`src/rtl/pc_trap_unit.sv`:
```
// pc_trap_unit: program counter with boot vector, trap entry/return,
// misaligned-target trapping, double-trap halt and an advance counter.
//
// state   | meaning
// --------+---------------------------------------------------------
// RUN     | normal sequential / branch fetch
// HANDLER | trap handler executing, epc/mcause hold the trap record
// HALTED  | double trap seen; everything frozen until reset
module pc_trap_unit #(
    parameter int XLEN           = 32,
    parameter int CAUSE_W        = 4,
    parameter bit VECTORED       = 1'b0,
    parameter int MISALIGN_CAUSE = 0,
    parameter int CNT_W          = 32
) (
    input  logic               clk,
    input  logic               reset,
    input  logic [XLEN-1:0]    initial_address,
    input  logic               tr,
    input  logic [CAUSE_W-1:0] trap_cause,
    input  logic [XLEN-1:0]    trap_base,
    input  logic               mret,
    input  logic               br_taken,
    input  logic [XLEN-1:0]    br_target,
    input  logic               stall,
    output logic [XLEN-1:0]    pc,
    output logic               pc_valid,
    output logic [XLEN-1:0]    epc,
    output logic [CAUSE_W-1:0] mcause,
    output logic               in_trap,
    output logic               halted,
    output logic [CNT_W-1:0]   adv_count
);

    typedef enum logic [1:0] {
        RUN     = 2'd0,
        HANDLER = 2'd1,
        HALTED  = 2'd2
    } state_t;

    state_t             state, state_nx;
    logic [XLEN-1:0]    pc_nx, epc_nx;
    logic [CAUSE_W-1:0] mcause_nx;
    logic               count_en;
    logic               out_of_reset;
    logic               misaligned;
    logic               trap_req;
    logic [CAUSE_W-1:0] entry_cause;
    logic [XLEN-1:0]    trap_target;

    localparam logic [CAUSE_W-1:0] MIS_CAUSE = CAUSE_W'(MISALIGN_CAUSE);

    // Trap entry inputs: an explicit request wins over a misaligned redirect.
    always_comb begin
        misaligned  = br_taken && (br_target[1:0] != 2'b00);
        trap_req    = tr || misaligned;
        entry_cause = tr ? trap_cause : MIS_CAUSE;
        trap_target = {trap_base[XLEN-1:2], 2'b00};
        if (VECTORED) begin
            trap_target = trap_target + (XLEN'(entry_cause) << 2);
        end
    end

    // Next-state / next-PC selection in priority order.
    always_comb begin
        state_nx  = state;
        pc_nx     = pc;
        epc_nx    = epc;
        mcause_nx = mcause;
        count_en  = 1'b0;
        case (state)
            HANDLER: begin
                count_en = 1'b1;
                if (trap_req) begin
                    // second trap while handling the first: freeze the record
                    state_nx = HALTED;
                end else if (mret) begin
                    pc_nx    = epc;
                    state_nx = RUN;
                end else if (stall) begin
                    count_en = 1'b0;
                end else if (br_taken) begin
                    pc_nx = br_target;
                end else begin
                    pc_nx = pc + XLEN'(4);
                end
            end
            RUN: begin
                count_en = 1'b1;
                if (trap_req) begin
                    epc_nx    = pc;
                    mcause_nx = entry_cause;
                    pc_nx     = trap_target;
                    state_nx  = HANDLER;
                end else if (stall) begin
                    count_en = 1'b0;
                end else if (br_taken) begin
                    pc_nx = br_target;
                end else begin
                    pc_nx = pc + XLEN'(4);
                end
            end
            default: begin
                state_nx = HALTED;
            end
        endcase
    end

    // Registers with synchronous active-low reset; boot PC reloads every reset cycle.
    always_ff @(posedge clk) begin
        if (!reset) begin
            state        <= RUN;
            pc           <= initial_address;
            epc          <= '0;
            mcause       <= '0;
            adv_count    <= '0;
            out_of_reset <= 1'b0;
        end else begin
            state        <= state_nx;
            pc           <= pc_nx;
            epc          <= epc_nx;
            mcause       <= mcause_nx;
            out_of_reset <= 1'b1;
            if (count_en) begin
                adv_count <= adv_count + CNT_W'(1);
            end
        end
    end

    // Status outputs decode purely from registered state.
    always_comb begin
        in_trap  = (state == HANDLER);
        halted   = (state == HALTED);
        pc_valid = out_of_reset && (state != HALTED);
    end

endmodule

```
`config.mk`:
```
export PLATFORM = sky130hd
export DESIGN_NAME = pc_trap_unit
export DESIGN_NICKNAME = d
export VERILOG_FILES = /design/src/rtl/pc_trap_unit.sv
export SDC_FILE = /design/constraint.sdc
export NUM_CORES = 1
export LEC_CHECK = 0
export BUFFER_PORTS_ARGS = -buffer_cell sky130_fd_sc_hd__buf_2
export CAP_MARGIN = 20
export CORE_MARGIN = 2
export CORE_UTILIZATION = 52
export CTS_BUF_LIST = sky130_fd_sc_hd__clkbuf_4 sky130_fd_sc_hd__clkbuf_8
export CTS_CLUSTER_SIZE = 24
export DETAILED_ROUTE_END_ITERATION = 8
export PLACE_DENSITY = 0.82
export RECOVER_POWER = 25
export SETUP_SLACK_MARGIN = 0.15
export SYNTH_ARGS = -nofsm -noshare
export SYNTH_HDL_FRONTEND = slang
export SYNTH_SLANG_ARGS = --single-unit
```
`constraint.sdc`:
```
create_clock -name clk -period 2.6 [get_ports clk]
set_input_delay 0.13 -clock clk [delete_from_list [all_inputs] [get_ports clk]]
set_output_delay 0.13 -clock clk [all_outputs]
set_load 0.01 [all_outputs]
```
==> metrics.yaml, run 1 <==
status: "complete, but fails checks"
violations: "max-capacitance violations, max-slew violations"
place_inst: 1084
cp-start-kind: "flop"
viasPerCell: 6.37
cts_num_sinks: 103
crit_path_max_fanout: 10
numCtsBuffers: 9
post-route-min-period_ns: 2.28
gp_congestion: 0.927
die_x_um: 112
ys_ff_latch: 103
ys_top_cells_by_area: "dfxtp_1, edfxtp_1, nand2_1"
crit_top_cell: "nand4_1"
synthDistinctLibCells: 65
drc: 0
finClkSkew_ns: 0.00990
clkTransAtPathRegs_ns: 0.11
multi_input_area_mm2: 0.00343
syn_area_mm2: 0.00612
dieHeight_um: 112
start_util_pct: 53.4
grt_max_degree: 89
grt_pass1_vias: 6203
synth_edf_count: 32
ys.flop_type: "dfxtp_1"
finalSetupTns_ns: 0
placed_area_mm2: 0.00735
setup_viol: 0
yosysMostFrequentCell: "nand2_1"
grt_overflow: 0
fmax_mhz: 438
hold_path_class: "in -> reg"
nNetsFinal: 1062
holdWs_ns: 0.0106
dr.first_iter.drc_count: 743
track_usage_pct: 31.3
rsz0062_at_grt: "no"
yosys_warnings: 0
final_area_mm2: 0.00748
syn_to_final_growth_pct: 22.2
dr.pass1.iters: 5
hpwlAfterDp_um: 14800
cap_violations: 1
leakagePower_nw: 2.97
wl_per_cell_um: 18.5
clockBufferDepth: 2
maxSlewHeadroom_pct: -17.8
antenna_found_initial: 2
vias: 7028
syn_nets: 876
cts_max_level: 3
ir_drop_v: 0.000454
drtAntennaViolNets: 0
syn_inst: 768
post-route-period-util_pct: 87.8
port_buffers: 206
drive_above_1_share_pct: 21.9
synth_top_area_share_pct: 23.2
cp_cell_sequence: "nand4_1 > nor4_1 > nand4_1 > mux2i_1 > a22oi_1"
num_rows: 39
layoutNonFillerInstCount: 1104
yosysTopAreaCell: "dfxtp_1"
seqCellArea_mm2: 0.00238
cts_root_buffer: "clkbuf_8"
crit_type: "reg -> reg"
worstPathArrival_ns: 2.42
post_cts_buffers: 0
synth_commonest_cells: "nand2_1, nor2_1, dfxtp_1"
critPathMaxStageDelay_ns: 0.72
num_io_pins: 209
slew_violations: 89
required_ns: 2.74
n_fill_cell: 1009
ys_seq_area_share_pct: 38.9
tightest_slew_ns: 1.77
cts_tree: "yes"
cp-end-kind: "flop"
power_mw: 4.30
syn_avg_cell_area_um2: 7.97
dieArea_mm2: 0.0127
core-area_mm2: 0.0115
slowest_stage: "nor4_1"
async_flop_share_pct: 0
grt_pass1_wl_um: 32000
drt_wl_total_um: 20400
clk_latency_ns: 0.39
p_per_area_mw_per_mm2: 575
hold_violations: 0
## critical path, delay by kind of cell (launching register included)
family | cells | cell delay (ns)
flip-flops | 1 | 0.52
AO/OA/AOI/OAI | 1 | 0.08
multiplexers | 1 | 0.22
AND/OR/NAND/NOR | 3 | 1.21
## logic make-up after synthesis
group	Yosys count	synth area share, %
flip-flops	103	38.9
XOR/XNOR	12	1.72
AND/OR/NAND/NOR	334	26.0
multiplexers	18	3.03
buffers and inverters	79	5.21
adder cells (fa/ha/maj)	2	0.409
AO/OA/AOI/OAI	220	24.7
## flip-flops by register name, indices dropped and copies added, names as in the netlist
| register | count |
|---|---|
| adv_count | 32 |
| epc | 32 |
| mcause | 4 |
| out_of_reset | 1 |
| pc | 32 |
| state | 2 |
## what timing repair did
| item | 4_1_cts | 5_1_grt |
|---|---|---|
| hold buffers | 2 | 0 |
| gates resized for setup | 0 | 0 |
| hold endpoints to repair | 2 | 0 |
## layout by cell type (no fill, tap or decap), drive strengths merged, types with 7 or more instances in the layout
cell / n
clkbuf: 68
buf: 179
nor4: 8
dfxtp: 71
xnor2: 10
mux2i: 14
o21ai: 27
nand2: 128
a21oi: 61
o22ai: 8
o221ai: 7
a31oi: 20
a221oi: 13
or3: 7
inv: 17
o311ai: 8
edfxtp: 32
nand2b: 18
nand3: 25
o41ai: 10
nor3: 18
nor2: 72
nand4: 23
and4: 9
a22oi: 10
## through the flow
step	util, %	worst slack (ns)
3_5_place_dp	64.1	0.388
2_1_floorplan	-	0.610
5_1_grt	65.2	0.110
3_3_place_gp	64.1	0.445
6_report	65.2	0.318
4_1_cts	65.9	0.363
## layout make-up
type / count / share of cell area [%]
Multi-Input combinational cell: 586 / 45.9
Timing Repair Buffer: 239 / 16.5
Clock buffer: 10 / 1.76
Tap cell: 143 / 2.39
Inverter: 15 / 0.753
Clock inverter: 6 / 0.720
Sequential cell: 103 / 31.9
Antenna cell: 2 / 0.0669
## metal layers
metal	global-route usage, %	wire length, um	vias to the layer above
li1	-	-	3245
met1	43.2	8260	3286
met2	46.6	9270	437
met3	6.21	2180	60
met4	15.9	705	0
met5	0	0	-
## report_power, final
| part | total, mW | internal (mW) | leakage [nW] | switching, mW |
|---|---|---|---|---|
| sequential | 2.06 | 1.85 | 0.911 | 0.212 |
| clock | 1.00 | 0.377 | 0.0943 | 0.625 |
| combinational | 1.23 | 0.491 | 1.97 | 0.743 |
## final timing paths
check                              startpoint  cells after the start  slack [ns]   endpoint
worst min register to register        epc[27]                      2        0.47    epc[27]
worst max-delay path                    pc[4]                      5        0.32     pc[31]
worst max register to register          pc[4]                      5        0.32     pc[31]
worst min-delay path            trap_cause[1]                      3        0.01  mcause[1]
Power figures use the tool's default switching activity.
==> run 2: changes to the inputs <==
--- a/config.mk
+++ b/config.mk
@@ -13,4 +13,5 @@
 export CTS_CLUSTER_SIZE = 24
 export DETAILED_ROUTE_END_ITERATION = 8
+export MAX_ROUTING_LAYER = met4
 export PLACE_DENSITY = 0.82
 export RECOVER_POWER = 25
==> constraint.sdc (replaced) <==
create_clock -name clk -period 2.6 [get_ports clk]
set_input_delay 0.13 -clock clk [delete_from_list [all_inputs] [get_ports clk]]
set_output_delay 0.13 -clock clk [all_outputs]
set_load 0.02 [all_outputs]
==> metrics.yaml, run 2 (synthesis gave the netlist of run 1 again) <==
status: "complete, but fails checks"  # unchanged
violations: "max-capacitance violations, max-slew violations"  # unchanged
antenna_found_initial: 1  # was 2
hold_violations: 0  # unchanged
p_per_area_mw_per_mm2: 593  # was 575 mW/mm2
core-area_mm2: 0.0115  # unchanged
leakagePower_nw: 2.97  # about the same
cts_tree: "yes"  # unchanged
vias: 6989  # was 7,028
track_usage_pct: 32.3  # was 31.3%
cap_violations: 1  # unchanged
n_fill_cell: 1009  # unchanged
ir_drop_v: 0.000455  # was 0.000454 V
crit_path_max_fanout: 10  # unchanged
dr.first_iter.drc_count: 755  # was 743
clockBufferDepth: 2  # unchanged
power_mw: 4.43  # was 4.30 mW
cp-end-kind: "flop"  # unchanged
dieArea_mm2: 0.0127  # unchanged
drtAntennaViolNets: 0  # unchanged
drive_above_1_share_pct: 21.9  # unchanged
slew_violations: 89  # unchanged
crit_start: "pc[4]"  # unchanged
hpwlAfterDp_um: 14800  # unchanged
post_cts_buffers: 0  # unchanged
clkTransAtPathRegs_ns: 0.11  # about the same
cts_max_level: 3  # unchanged
setup_viol: 0  # unchanged
tightest_slew_ns: 1.74  # was 1.77 ns
grt_pass1_vias: 6187  # was 6,203
drc: 0  # unchanged
syn_to_final_growth_pct: 22.2  # unchanged
clk_latency_ns: 0.39  # about the same
finalSetupTns_ns: 0  # unchanged
post-route-min-period_ns: 2.34  # was 2.28 ns
post-route-period-util_pct: 90.1  # was 87.8%
maxSlewHeadroom_pct: -16.0  # was -17.8%
hold_path_class: "in -> reg"  # unchanged
numCtsBuffers: 9  # unchanged
cp-start-kind: "flop"  # unchanged
wl_per_cell_um: 18.6  # was 18.5 um
required_ns: 2.74  # about the same
viasPerCell: 6.33  # was 6.37
num_rows: 39  # unchanged
regToRegStartpoint: "pc[4]"  # unchanged
final_common_cell: "buf_2"  # unchanged
crit_type: "reg -> reg"  # unchanged
grt_max_degree: 89  # unchanged
worstPathArrival_ns: 2.48  # was 2.42 ns
port_buffers: 206  # unchanged
dr.pass1.iters: 6  # was 5
num_io_pins: 209  # unchanged
start_util_pct: 53.4  # unchanged
grt_overflow: 0  # unchanged
gp_congestion: 0.944  # was 0.927
final_cell_mix: "buf_2, nand2_1, nor2_1, dfxtp_1, a21oi_1"  # unchanged
die_x_um: 112  # unchanged
fmax_mhz: 427  # was 438 MHz
dieHeight_um: 112  # unchanged
cts_num_sinks: 103  # unchanged
largestRegisters: "adv_count (32), epc (32), pc (32)"  # unchanged
grt_pass1_wl_um: 32000  # unchanged
cts_root_buffer: "clkbuf_8"  # unchanged
hold_start: "trap_cause[1]"  # unchanged
fin_util_pct: 65.2  # unchanged
rsz0062_at_grt: "no"  # unchanged
finClkSkew_ns: 0.0100  # was 0.00990 ns
nNetsFinal: 1062  # unchanged
drt_wl_total_um: 20500  # was 20,400 um
==> run 2: cell counts in the layout (fill, tap and decap cells not counted) <==
Identical to the previous run, type by type.
==> run 2: per-stage QoR <==
| stage | cells | setup slack (ns) | cell area [um2] | hold WS, ns |
|---|---|---|---|---|
| CTS | 1102 | 0.363 | 7560 | 0.00508 |
| detailed placement | 1084 | 0.388 | 7350 | 0.405 |
| finish | 1104 | 0.259 | 7480 | 0.00597 |
| floorplan | 768 | 0.525 | 6120 | 0.158 |
| global route | 1103 | 0.111 | 7470 | 0.0226 |
| global placement | 1084 | 0.445 | 7350 | 0.389 |
==> run 2: repair_timing <==
| item | CTS | global route |
|---|---|---|
| hold endpoints to repair | 2 | 0 |
| hold buffers | 2 | 0 |
| gates resized for setup | 0 | 0 |
==> run 2: power breakdown <==
group / switching [mW] / internal [mW]
Clock: 0.634 / 0.377
Sequential: 0.213 / 1.85
Combinational: 0.866 / 0.491
Total: 1.71 / 2.72
==> run 2: worst paths after layout <==
check,to,slack [ns],depth (start not counted)
max reg2reg,pc[31],0.26,5
max,pc[31],0.26,5
min,mcause[1],0.006,3
min reg2reg,epc[27],0.47,2
==> run 2: cell type report <==
class | count | area [um2] | area share, %
Inverter | 15 | 56.3 | 0.753
Clock inverter | 6 | 53.8 | 0.720
Tap cell | 143 | 179 | 2.39
Clock buffer | 10 | 131 | 1.76
Antenna cell | 2 | 5.00 | 0.0669
Multi-Input combinational cell | 586 | 3430 | 45.9
Timing Repair Buffer | 239 | 1230 | 16.5
Sequential cell | 103 | 2380 | 31.9
==> run 2: metal layers <==
| layer | wire length, um | up-vias | GRT usage [%] |
|---|---|---|---|
| met5 | 0 | - | - |
| met4 | 742 | 0 | 15.4 |
| met3 | 2310 | 62 | 5.56 |
| met2 | 9210 | 433 | 46.4 |
| met1 | 8250 | 3252 | 44.2 |
| li1 | - | 3242 | - |
==> run 2: worst max-delay path, stage by stage (launching register included) <==
cell and delay [ns]:
edfxtp_1 0.52, nand4_1 0.28, nor4_1 0.76, nand4_1 0.22
mux2i_1 0.22, a22oi_1 0.08
